**config.mk**
```make
export PLATFORM = sky130hd
export DESIGN_NAME = pwm_multi_flat
export DESIGN_NICKNAME = d
export VERILOG_FILES = /design/src/rtl/pwm_pkg.sv /design/src/rtl/pwm_multi_if.sv /design/src/rtl/pwm_channel.sv /design/src/rtl/pwm_multi.sv /design/src/flat_wrapper.sv
export SDC_FILE = /design/constraint.sdc
export NUM_CORES = 1
export LEC_CHECK = 0
export BUFFER_PORTS_ARGS = -buffer_cell sky130_fd_sc_hd__buf_2
export CELL_PAD_IN_SITES_DETAIL_PLACEMENT = 1
export CELL_PAD_IN_SITES_GLOBAL_PLACEMENT = 1
export CORE_MARGIN = 1.5
export CORE_UTILIZATION = 50
export DETAILED_ROUTE_END_ITERATION = 12
export PLACE_DENSITY_LB_ADDON = 0.1
export SYNTH_ARGS = -nofsm -noshare
export SYNTH_HDL_FRONTEND = slang
export SYNTH_HIERARCHICAL = 1
export SYNTH_SLANG_ARGS = --single-unit
```
**constraint.sdc**
```tcl
create_clock -name clk_i -period 4.9 [get_ports clk_i]
set_input_delay 1.47 -clock clk_i [delete_from_list [all_inputs] [get_ports clk_i]]
set_output_delay 1.47 -clock clk_i [all_outputs]
set_load 0.02 [all_outputs]
```
**src/rtl/pwm_pkg.sv**
```systemverilog
// Shared constants for the multi-channel PWM: register map, CTRL bit layout and
// the byte-enable merge helper used by the register file.
package pwm_pkg;

    // Channel geometry: each channel owns a 16-byte window, at most 8 channels.
    localparam int unsigned MaxCh    = 8;
    localparam int unsigned ChStride = 16;
    localparam int unsigned ChShift  = $clog2(ChStride);
    localparam int unsigned ChIdxW   = $clog2(MaxCh);

    // Per-channel register offsets within the channel window.
    localparam logic [ChShift-1:0] OffCtrl   = 4'h0;
    localparam logic [ChShift-1:0] OffDiv    = 4'h4;
    localparam logic [ChShift-1:0] OffPeriod = 4'h8;
    localparam logic [ChShift-1:0] OffDuty   = 4'hC;

    // Global registers.
    localparam logic [7:0] AddrIntrStatus = 8'h80;
    localparam logic [7:0] AddrIntrEnable = 8'h84;

    // CTRL bit indices; only the low three bits are implemented.
    localparam int unsigned CtrlEn  = 0;
    localparam int unsigned CtrlOe  = 1;
    localparam int unsigned CtrlPol = 2;
    localparam int unsigned CtrlW   = 3;

    // Replace only the byte lanes selected by be.
    function automatic logic [31:0] be_merge(input logic [31:0] old_val,
                                             input logic [31:0] new_val,
                                             input logic [3:0]  be);
        logic [31:0] res;
        res = old_val;
        for (int b = 0; b < 4; b++) begin
            if (be[b]) begin
                res[8*b +: 8] = new_val[8*b +: 8];
            end
        end
        return res;
    endfunction

endpackage

```
**src/rtl/pwm_multi_if.sv**
```systemverilog
// Simple register bus (read/write strobes, byte address, byte enables).
interface pwm_multi_if;

    logic        re;
    logic        we;
    logic [7:0]  addr;
    logic [31:0] wdata;
    logic [3:0]  be;
    logic [31:0] rdata;

    modport master (
        output re,
        output we,
        output addr,
        output wdata,
        output be,
        input  rdata
    );

    modport slave (
        input  re,
        input  we,
        input  addr,
        input  wdata,
        input  be,
        output rdata
    );

endinterface

```
**src/rtl/pwm_channel.sv**
```systemverilog
// One PWM channel: clock-enable prescaler, period counter, active copies of
// period/duty reloaded at wrap (or continuously while disabled), output flop.
module pwm_channel #(
    parameter int unsigned CNT_W = 16
) (
    input  logic             clk_i,
    input  logic             rst_i,
    input  logic             en_i,
    input  logic             pol_i,
    input  logic [CNT_W-1:0] div_i,
    input  logic [CNT_W-1:0] period_i,
    input  logic [CNT_W-1:0] duty_i,
    output logic             pwm_o,
    output logic             wrap_o
);

    logic [CNT_W-1:0] pcnt_q, pcnt_d;
    logic [CNT_W-1:0] cnt_q, cnt_d;
    logic [CNT_W-1:0] per_act_q, per_act_d;
    logic [CNT_W-1:0] duty_act_q, duty_act_d;
    logic             pwm_q, pwm_d;
    logic             tick;
    logic             wrap;
    logic             raw;
    logic             load;

    // Prescaler tick, period wrap detection and raw compare.
    always_comb begin
        tick = en_i && (pcnt_q == div_i);
        // per_act == 0 parks the counter: no wrap, raw output low.
        wrap = tick && (per_act_q != '0) && (cnt_q >= (per_act_q - CNT_W'(1)));
        raw  = (per_act_q != '0) && (cnt_q < duty_act_q);
        load = !en_i || wrap;
    end

    // Next-state for prescaler, period counter, active copies and output.
    always_comb begin
        pcnt_d     = pcnt_q;
        cnt_d      = cnt_q;
        per_act_d  = per_act_q;
        duty_act_d = duty_act_q;

        if (!en_i || tick) begin
            pcnt_d = '0;
        end else begin
            pcnt_d = pcnt_q + CNT_W'(1);
        end

        if (!en_i) begin
            cnt_d = '0;
        end else if (tick) begin
            if (wrap || (per_act_q == '0)) begin
                cnt_d = '0;
            end else begin
                cnt_d = cnt_q + CNT_W'(1);
            end
        end

        // The pending value seen here is the pre-write one, so a bus write on
        // the wrap edge stays pending for a full period.
        if (load) begin
            per_act_d  = period_i;
            duty_act_d = duty_i;
        end

        pwm_d = (en_i & raw) ^ pol_i;
    end

    // Channel state registers.
    always_ff @(posedge clk_i or posedge rst_i) begin
        if (rst_i) begin
            pcnt_q     <= '0;
            cnt_q      <= '0;
            per_act_q  <= '0;
            duty_act_q <= '0;
            pwm_q      <= 1'b0;
        end else begin
            pcnt_q     <= pcnt_d;
            cnt_q      <= cnt_d;
            per_act_q  <= per_act_d;
            duty_act_q <= duty_act_d;
            pwm_q      <= pwm_d;
        end
    end

    assign pwm_o  = pwm_q;
    assign wrap_o = wrap;

endmodule

```
**src/rtl/pwm_multi.sv**
```systemverilog
// Multi-channel PWM peripheral: register file with byte-enable writes,
// per-channel PWM engines, W1C interrupt status and combinational read mux.
module pwm_multi
    import pwm_pkg::*;
#(
    parameter int unsigned N_CH  = 2,
    parameter int unsigned CNT_W = 16
) (
    input  logic            clk_i,
    input  logic            rst_i,
    pwm_multi_if.slave      bus_io,
    output logic [N_CH-1:0] pwm_o,
    output logic [N_CH-1:0] oe_o,
    output logic            intr_o
);

    logic [CtrlW-1:0] ctrl_q   [N_CH];
    logic [CtrlW-1:0] ctrl_d   [N_CH];
    logic [CNT_W-1:0] div_q    [N_CH];
    logic [CNT_W-1:0] div_d    [N_CH];
    logic [CNT_W-1:0] period_q [N_CH];
    logic [CNT_W-1:0] period_d [N_CH];
    logic [CNT_W-1:0] duty_q   [N_CH];
    logic [CNT_W-1:0] duty_d   [N_CH];

    logic [N_CH-1:0]  intr_status_q, intr_status_d;
    logic [N_CH-1:0]  intr_en_q, intr_en_d;
    logic [N_CH-1:0]  wrap;
    logic [N_CH-1:0]  w1c;

    logic             wr_en;
    logic             is_ch;
    logic [ChIdxW-1:0]  ch_sel;
    logic [ChShift-1:0] off;
    logic [31:0]      merged;
    logic [31:0]      rdata;

    // Address decode; a read strobe suppresses a simultaneous write.
    always_comb begin
        wr_en  = bus_io.we & ~bus_io.re;
        is_ch  = ~bus_io.addr[ChShift+ChIdxW];
        ch_sel = bus_io.addr[ChShift +: ChIdxW];
        off    = bus_io.addr[ChShift-1:0];
    end

    // Register-file next state with byte-enable merging and W1C handling.
    always_comb begin
        ctrl_d    = ctrl_q;
        div_d     = div_q;
        period_d  = period_q;
        duty_d    = duty_q;
        intr_en_d = intr_en_q;
        w1c       = '0;
        merged    = '0;

        if (wr_en) begin
            if (is_ch) begin
                for (int c = 0; c < N_CH; c++) begin
                    if (ch_sel == ChIdxW'(c)) begin
                        case (off)
                            OffCtrl: begin
                                merged    = be_merge(32'(ctrl_q[c]), bus_io.wdata, bus_io.be);
                                ctrl_d[c] = merged[CtrlW-1:0];
                            end
                            OffDiv: begin
                                merged   = be_merge(32'(div_q[c]), bus_io.wdata, bus_io.be);
                                div_d[c] = merged[CNT_W-1:0];
                            end
                            OffPeriod: begin
                                merged      = be_merge(32'(period_q[c]), bus_io.wdata, bus_io.be);
                                period_d[c] = merged[CNT_W-1:0];
                            end
                            OffDuty: begin
                                merged    = be_merge(32'(duty_q[c]), bus_io.wdata, bus_io.be);
                                duty_d[c] = merged[CNT_W-1:0];
                            end
                            default: ;
                        endcase
                    end
                end
            end else if (bus_io.addr == AddrIntrStatus) begin
                merged = be_merge(32'h0, bus_io.wdata, bus_io.be);
                w1c    = merged[N_CH-1:0];
            end else if (bus_io.addr == AddrIntrEnable) begin
                merged    = be_merge(32'(intr_en_q), bus_io.wdata, bus_io.be);
                intr_en_d = merged[N_CH-1:0];
            end
        end

        // A wrap in the same cycle as the clear keeps the bit set.
        intr_status_d = (intr_status_q & ~w1c) | wrap;
    end

    // Register file and interrupt state.
    always_ff @(posedge clk_i or posedge rst_i) begin
        if (rst_i) begin
            for (int c = 0; c < N_CH; c++) begin
                ctrl_q[c]   <= '0;
                div_q[c]    <= '0;
                period_q[c] <= '0;
                duty_q[c]   <= '0;
            end
            intr_status_q <= '0;
            intr_en_q     <= '0;
        end else begin
            ctrl_q        <= ctrl_d;
            div_q         <= div_d;
            period_q      <= period_d;
            duty_q        <= duty_d;
            intr_status_q <= intr_status_d;
            intr_en_q     <= intr_en_d;
        end
    end

    // Read mux; unmapped addresses and absent channels return zero.
    always_comb begin
        rdata = '0;
        if (is_ch) begin
            for (int c = 0; c < N_CH; c++) begin
                if (ch_sel == ChIdxW'(c)) begin
                    case (off)
                        OffCtrl:   rdata = 32'(ctrl_q[c]);
                        OffDiv:    rdata = 32'(div_q[c]);
                        OffPeriod: rdata = 32'(period_q[c]);
                        OffDuty:   rdata = 32'(duty_q[c]);
                        default:   rdata = '0;
                    endcase
                end
            end
        end else if (bus_io.addr == AddrIntrStatus) begin
            rdata = 32'(intr_status_q);
        end else if (bus_io.addr == AddrIntrEnable) begin
            rdata = 32'(intr_en_q);
        end
    end

    assign bus_io.rdata = rdata;
    assign intr_o       = |(intr_status_q & intr_en_q);

    for (genvar c = 0; c < N_CH; c++) begin : g_ch
        pwm_channel #(
            .CNT_W (CNT_W)
        ) u_channel (
            .clk_i    (clk_i),
            .rst_i    (rst_i),
            .en_i     (ctrl_q[c][CtrlEn]),
            .pol_i    (ctrl_q[c][CtrlPol]),
            .div_i    (div_q[c]),
            .period_i (period_q[c]),
            .duty_i   (duty_q[c]),
            .pwm_o    (pwm_o[c]),
            .wrap_o   (wrap[c])
        );

        assign oe_o[c] = ctrl_q[c][CtrlOe];
    end

endmodule

```
**src/flat_wrapper.sv**
```systemverilog
// flat-port wrapper written by rule: the top's interface ports become plain ports
module pwm_multi_flat import pwm_pkg::*;
#(
    parameter int unsigned N_CH  = 2,
    parameter int unsigned CNT_W = 16
)
  (clk_i, rst_i, pwm_o, oe_o, intr_o, bus_io_re, bus_io_we, bus_io_addr, bus_io_wdata, bus_io_be, bus_io_rdata);
  pwm_multi_if bus_io_i ();
  input  logic clk_i;
  input  logic rst_i;
  output logic [N_CH-1:0] pwm_o;
  output logic [N_CH-1:0] oe_o;
  output logic intr_o;
  input wire logic [$bits(bus_io_i.re)-1:0] bus_io_re;
  input wire logic [$bits(bus_io_i.we)-1:0] bus_io_we;
  input wire logic [$bits(bus_io_i.addr)-1:0] bus_io_addr;
  input wire logic [$bits(bus_io_i.wdata)-1:0] bus_io_wdata;
  input wire logic [$bits(bus_io_i.be)-1:0] bus_io_be;
  output wire logic [$bits(bus_io_i.rdata)-1:0] bus_io_rdata;
  assign bus_io_i.re = bus_io_re;
  assign bus_io_i.we = bus_io_we;
  assign bus_io_i.addr = bus_io_addr;
  assign bus_io_i.wdata = bus_io_wdata;
  assign bus_io_i.be = bus_io_be;
  assign bus_io_rdata = bus_io_i.rdata;
  pwm_multi #(.N_CH(N_CH), .CNT_W(CNT_W)) u_core (.clk_i(clk_i), .rst_i(rst_i), .bus_io(bus_io_i), .pwm_o(pwm_o), .oe_o(oe_o), .intr_o(intr_o));
endmodule
```
==> impl_metrics.ini <==
[run_status]
outcome = finished clean

[global_routing]
grt_antenna_before_repair = 1
globalRouteTotalUtil = 0.2714
grt_pass1_vias = 10222
grt_max_degree = 57
grt_pass1_wl_um = 58920
overflow = 0

[synthesis]
synth_fa_ha_area_frac = 0.06362
synth-simple-area-share = 0.1313
synth_compound_area_frac = 0.06418
syn_inst = 1187
yosys_warnings = 6
syn_area_mm2 = 0.01337
synthXorXnorAreaFrac = 0.06549
synth_cell_types = 64
synth_top_family_by_area = multiplexers
yosys_register_bits = 236
synth_edf_count = 0
postSynth.asyncResetShare = 1.000
seq_area_frac_synth = 0.4416
synthMuxAreaShare = 0.1916
synthFlopType = dfrtp_1
avgSynthCellArea_um2 = 11.27

[critical_path]
worstSetupPathType = flip-flop to flip-flop
crit_fanout = 32
start_kind = flip-flop
worstPathRequired_ps = 5310
critPathCapture = u_core/g_ch[1].u_channel/per_act_q[6]$_DFFE_PP0P_
critPathArrivalTime_ps = 5020
r2r-start = u_core/g_ch[1].u_channel/per_act_q[2]$_DFFE_PP0P_
r2r_slack_ps = 290
critPathCaptureType = flip-flop
reg2reg_depth = 14
crit_start = u_core/g_ch[1].u_channel/per_act_q[2]$_DFFE_PP0P_
r2r_end = u_core/g_ch[1].u_channel/per_act_q[6]$_DFFE_PP0P_

[drt]
route.met3.wl_um = 1438
final_antenna_net_count = 0
via_count = 9565
vias_per_cell = 5.967
routed_wl_um = 36620
top_layer_used = met4
dr.pass1.iters = 7
drc = 0
wire_per_inst_um = 22.84
routed-wl-met2_um = 16770
drt-initial-drc-count = 636
wl_met1_um = 17880

[run]
cap_violations = 0

[clock_network]
cts_resized = 0
clkTransAtPathRegs_ps = 60
numCtsBuffers = 27
clock_latency_ps = 530
numClockSinks = 236
cts_hold_buf = 0
cts.path.max_buffers = 3
cts-root-buf = clkbuf_16
h-tree-depth = 1
post_cts.repair.setup_buffers = 0
cts_tree = built

[floorplan]
die_w_um = 166.6
start_util = 0.5118
die_h_um = 166.6
row_count = 59
core_mm2 = 0.02613
die_area_mm2 = 0.02774
ios = 85

[pwr]
leakagePower_nw = 7.524
swShare = 0.2331
pwr-share-seq = 0.457
switching_power_mw = 1.018
p_per_area_mw_per_mm2 = 293.7
p_comb_frac = 0.070
p_clk_frac = 0.473
p_int_mw = 3.349
ir_worst_vdd_uv = 219.2

[place]
gp_congestion = 0.7985
post-place-cells = 1555
port_buffers = 50
pre_cts_slack_ps = 291.0
dp_hpwl_um = 26680

[timing]
final-hold-violation-count = 0
finalClockSkew_ps = 7.936
rsz0062_at_grt = no
timing.final.crit_share = 0.9406
layout_setup_ws_ps = 290.9
tns_ps = 0
max_freq_mhz = 217.0
setup_viol = 0
slew_headroom = 0.3596
drv_slew = 0
max_slew.worst_pin.slew_ps = 960.6
period_needed_ps = 4609

[final_layout]
fin_cells = 1603
nNetsFinal = 1365
syn_to_final_growth_pct = 11.18
drive_above_1_share = 0.2463

[hold_path]
hp-class = flip-flop to flip-flop
-- layout by cell type, fill, tap and decap left out, types with 32 or more instances in the layout --
master   synthesis  routed
mux2_4          38      38
dfrtp_1        236     236
ha_1            68      68
xnor2_1         32      32
buf_2            5      50
inv_1           45      42
nor2_1          83      83
nand3_1         46      46
mux2_2         143     143
xor2_1          68      68
nand2_1         71      71
-- critical path, stage by stage, from the launching register on --
cell      delay, ps
dfrtp_1         440
or3_1           400
or4_1           480
nor4_1          370
nand2b_1        190
nor4_2          200
xnor2_1         110
ha_1            300
nand4_1         170
nor3_2          260
or4b_1          480
and4b_1         250
o21ai_4         150
buf_12          280
mux2_2          380
-- worst min-delay path by stage --
stage                                                              startpoint                                             endpoint  slack (ps)  depth (start not counted)
after detailed placement   u_core/g_ch[1].u_channel/duty_act_q[4]$_DFFE_PP0P_   u_core/g_ch[1].u_channel/duty_act_q[4]$_DFFE_PP0P_         490                          1
final                     u_core/g_ch[0].u_channel/duty_act_q[15]$_DFFE_PP0P_  u_core/g_ch[0].u_channel/duty_act_q[15]$_DFFE_PP0P_         510                          1
after CTS                  u_core/g_ch[0].u_channel/duty_act_q[4]$_DFFE_PP0P_   u_core/g_ch[0].u_channel/duty_act_q[4]$_DFFE_PP0P_         510                          1
after floorplan                                  u_core/ctrl_q[5]$_DFFE_PP0P_             u_core/g_ch[0].u_channel/pwm_o$_DFF_PP0_         450                          1
after global placement    u_core/g_ch[0].u_channel/duty_act_q[10]$_DFFE_PP0P_  u_core/g_ch[0].u_channel/duty_act_q[10]$_DFFE_PP0P_         490                          1
after global routing       u_core/g_ch[0].u_channel/duty_act_q[9]$_DFFE_PP0P_   u_core/g_ch[0].u_channel/duty_act_q[9]$_DFFE_PP0P_         520                          1
-- Yosys cell counts (all sizes together) (11+ instances only) --
| cell | count | area [um2] |
|---|---|---|
| dfrtp | 236 | 5906 |
| mux2 | 184 | 2215 |
| nor2 | 83 | 311.6 |
| nand2 | 71 | 266.5 |
| ha | 68 | 850.8 |
| xor2 | 68 | 595.6 |
| nand3 | 46 | 230.2 |
| inv | 45 | 168.9 |
| buf | 34 | 299.0 |
| xnor2 | 32 | 280.3 |
| nor3 | 29 | 150.1 |
| mux2i | 28 | 280.3 |
| a21oi | 26 | 130.1 |
| clkbuf | 24 | 90.09 |
| o21ai | 23 | 126.4 |
| and3 | 20 | 125.1 |
| nand4 | 20 | 125.1 |
| nor4 | 20 | 131.4 |
| a211oi | 14 | 105.1 |
| a221oi | 13 | 113.9 |
| a31oi | 11 | 68.82 |
| nand2b | 11 | 68.82 |
-- cells by family after synthesis --
family,Yosys count
compound gates,123
flops,236
simple gates,340
buf+inv,104
mux,215
fa+ha+maj,68
xor+xnor,100
other cells,1
-- power groups by stage --
stage          combinational (mW)  sequential, mW  clock [mW]
6_report                    0.304            2.00        2.07
5_1_grt                     0.336            2.00        2.20
3_5_place_dp                0.301            2.03           0
4_1_cts                     0.306            1.99        2.11
2_1_floorplan               0.214            2.02           0
3_3_place_gp                0.293            2.03           0
-- state kept, by name, summed over array words and instances, names as in the netlist, 4 cells and up --
register and flops:
u_core/period_q 32, u_core/g_ch.u_channel/cnt_q 32, u_core/duty_q 32, u_core/ctrl_q 4
u_core/g_ch.u_channel/duty_act_q 32, u_core/g_ch.u_channel/pcnt_q 32, u_core/g_ch.u_channel/per_act_q 32, u_core/div_q 32
-- final cells by class --
cell class              instances  area (um2)
diodes                          1       2.502
clock buffers                  42       802.0
clock inverters                 5       100.1
fillers                      2747       11260
inverters                      46       175.2
multi-input cells             862        6969
flip-flops and latches        236        5906
well taps                     335       419.2
repair buffers                 76       495.5
-- stage by stage --
stage / hold slack, ps / area (um2) / total power [mW] / util
final: 509.2 / 14870 / 4.367 / 0.5690
after global routing: 524.3 / 14870 / 4.530 / 0.5689
after CTS: 511.4 / 14860 / 4.414 / 0.5687
after detailed placement: 495.0 / 13960 / 2.331 / 0.5341
after global placement: 492.0 / 13960 / 2.321 / 0.5341
after floorplan: 453.0 / 13430 / 2.233 / -
-- metal layers --
metal	vias to the layer above	GRT usage
met5	-	0
met4	0	0.05375
met3	38	0.03541
met2	178	0.4322
met1	4969	0.3989
li1	4380	-
Note: power is estimated with default switching activity, not from simulation.
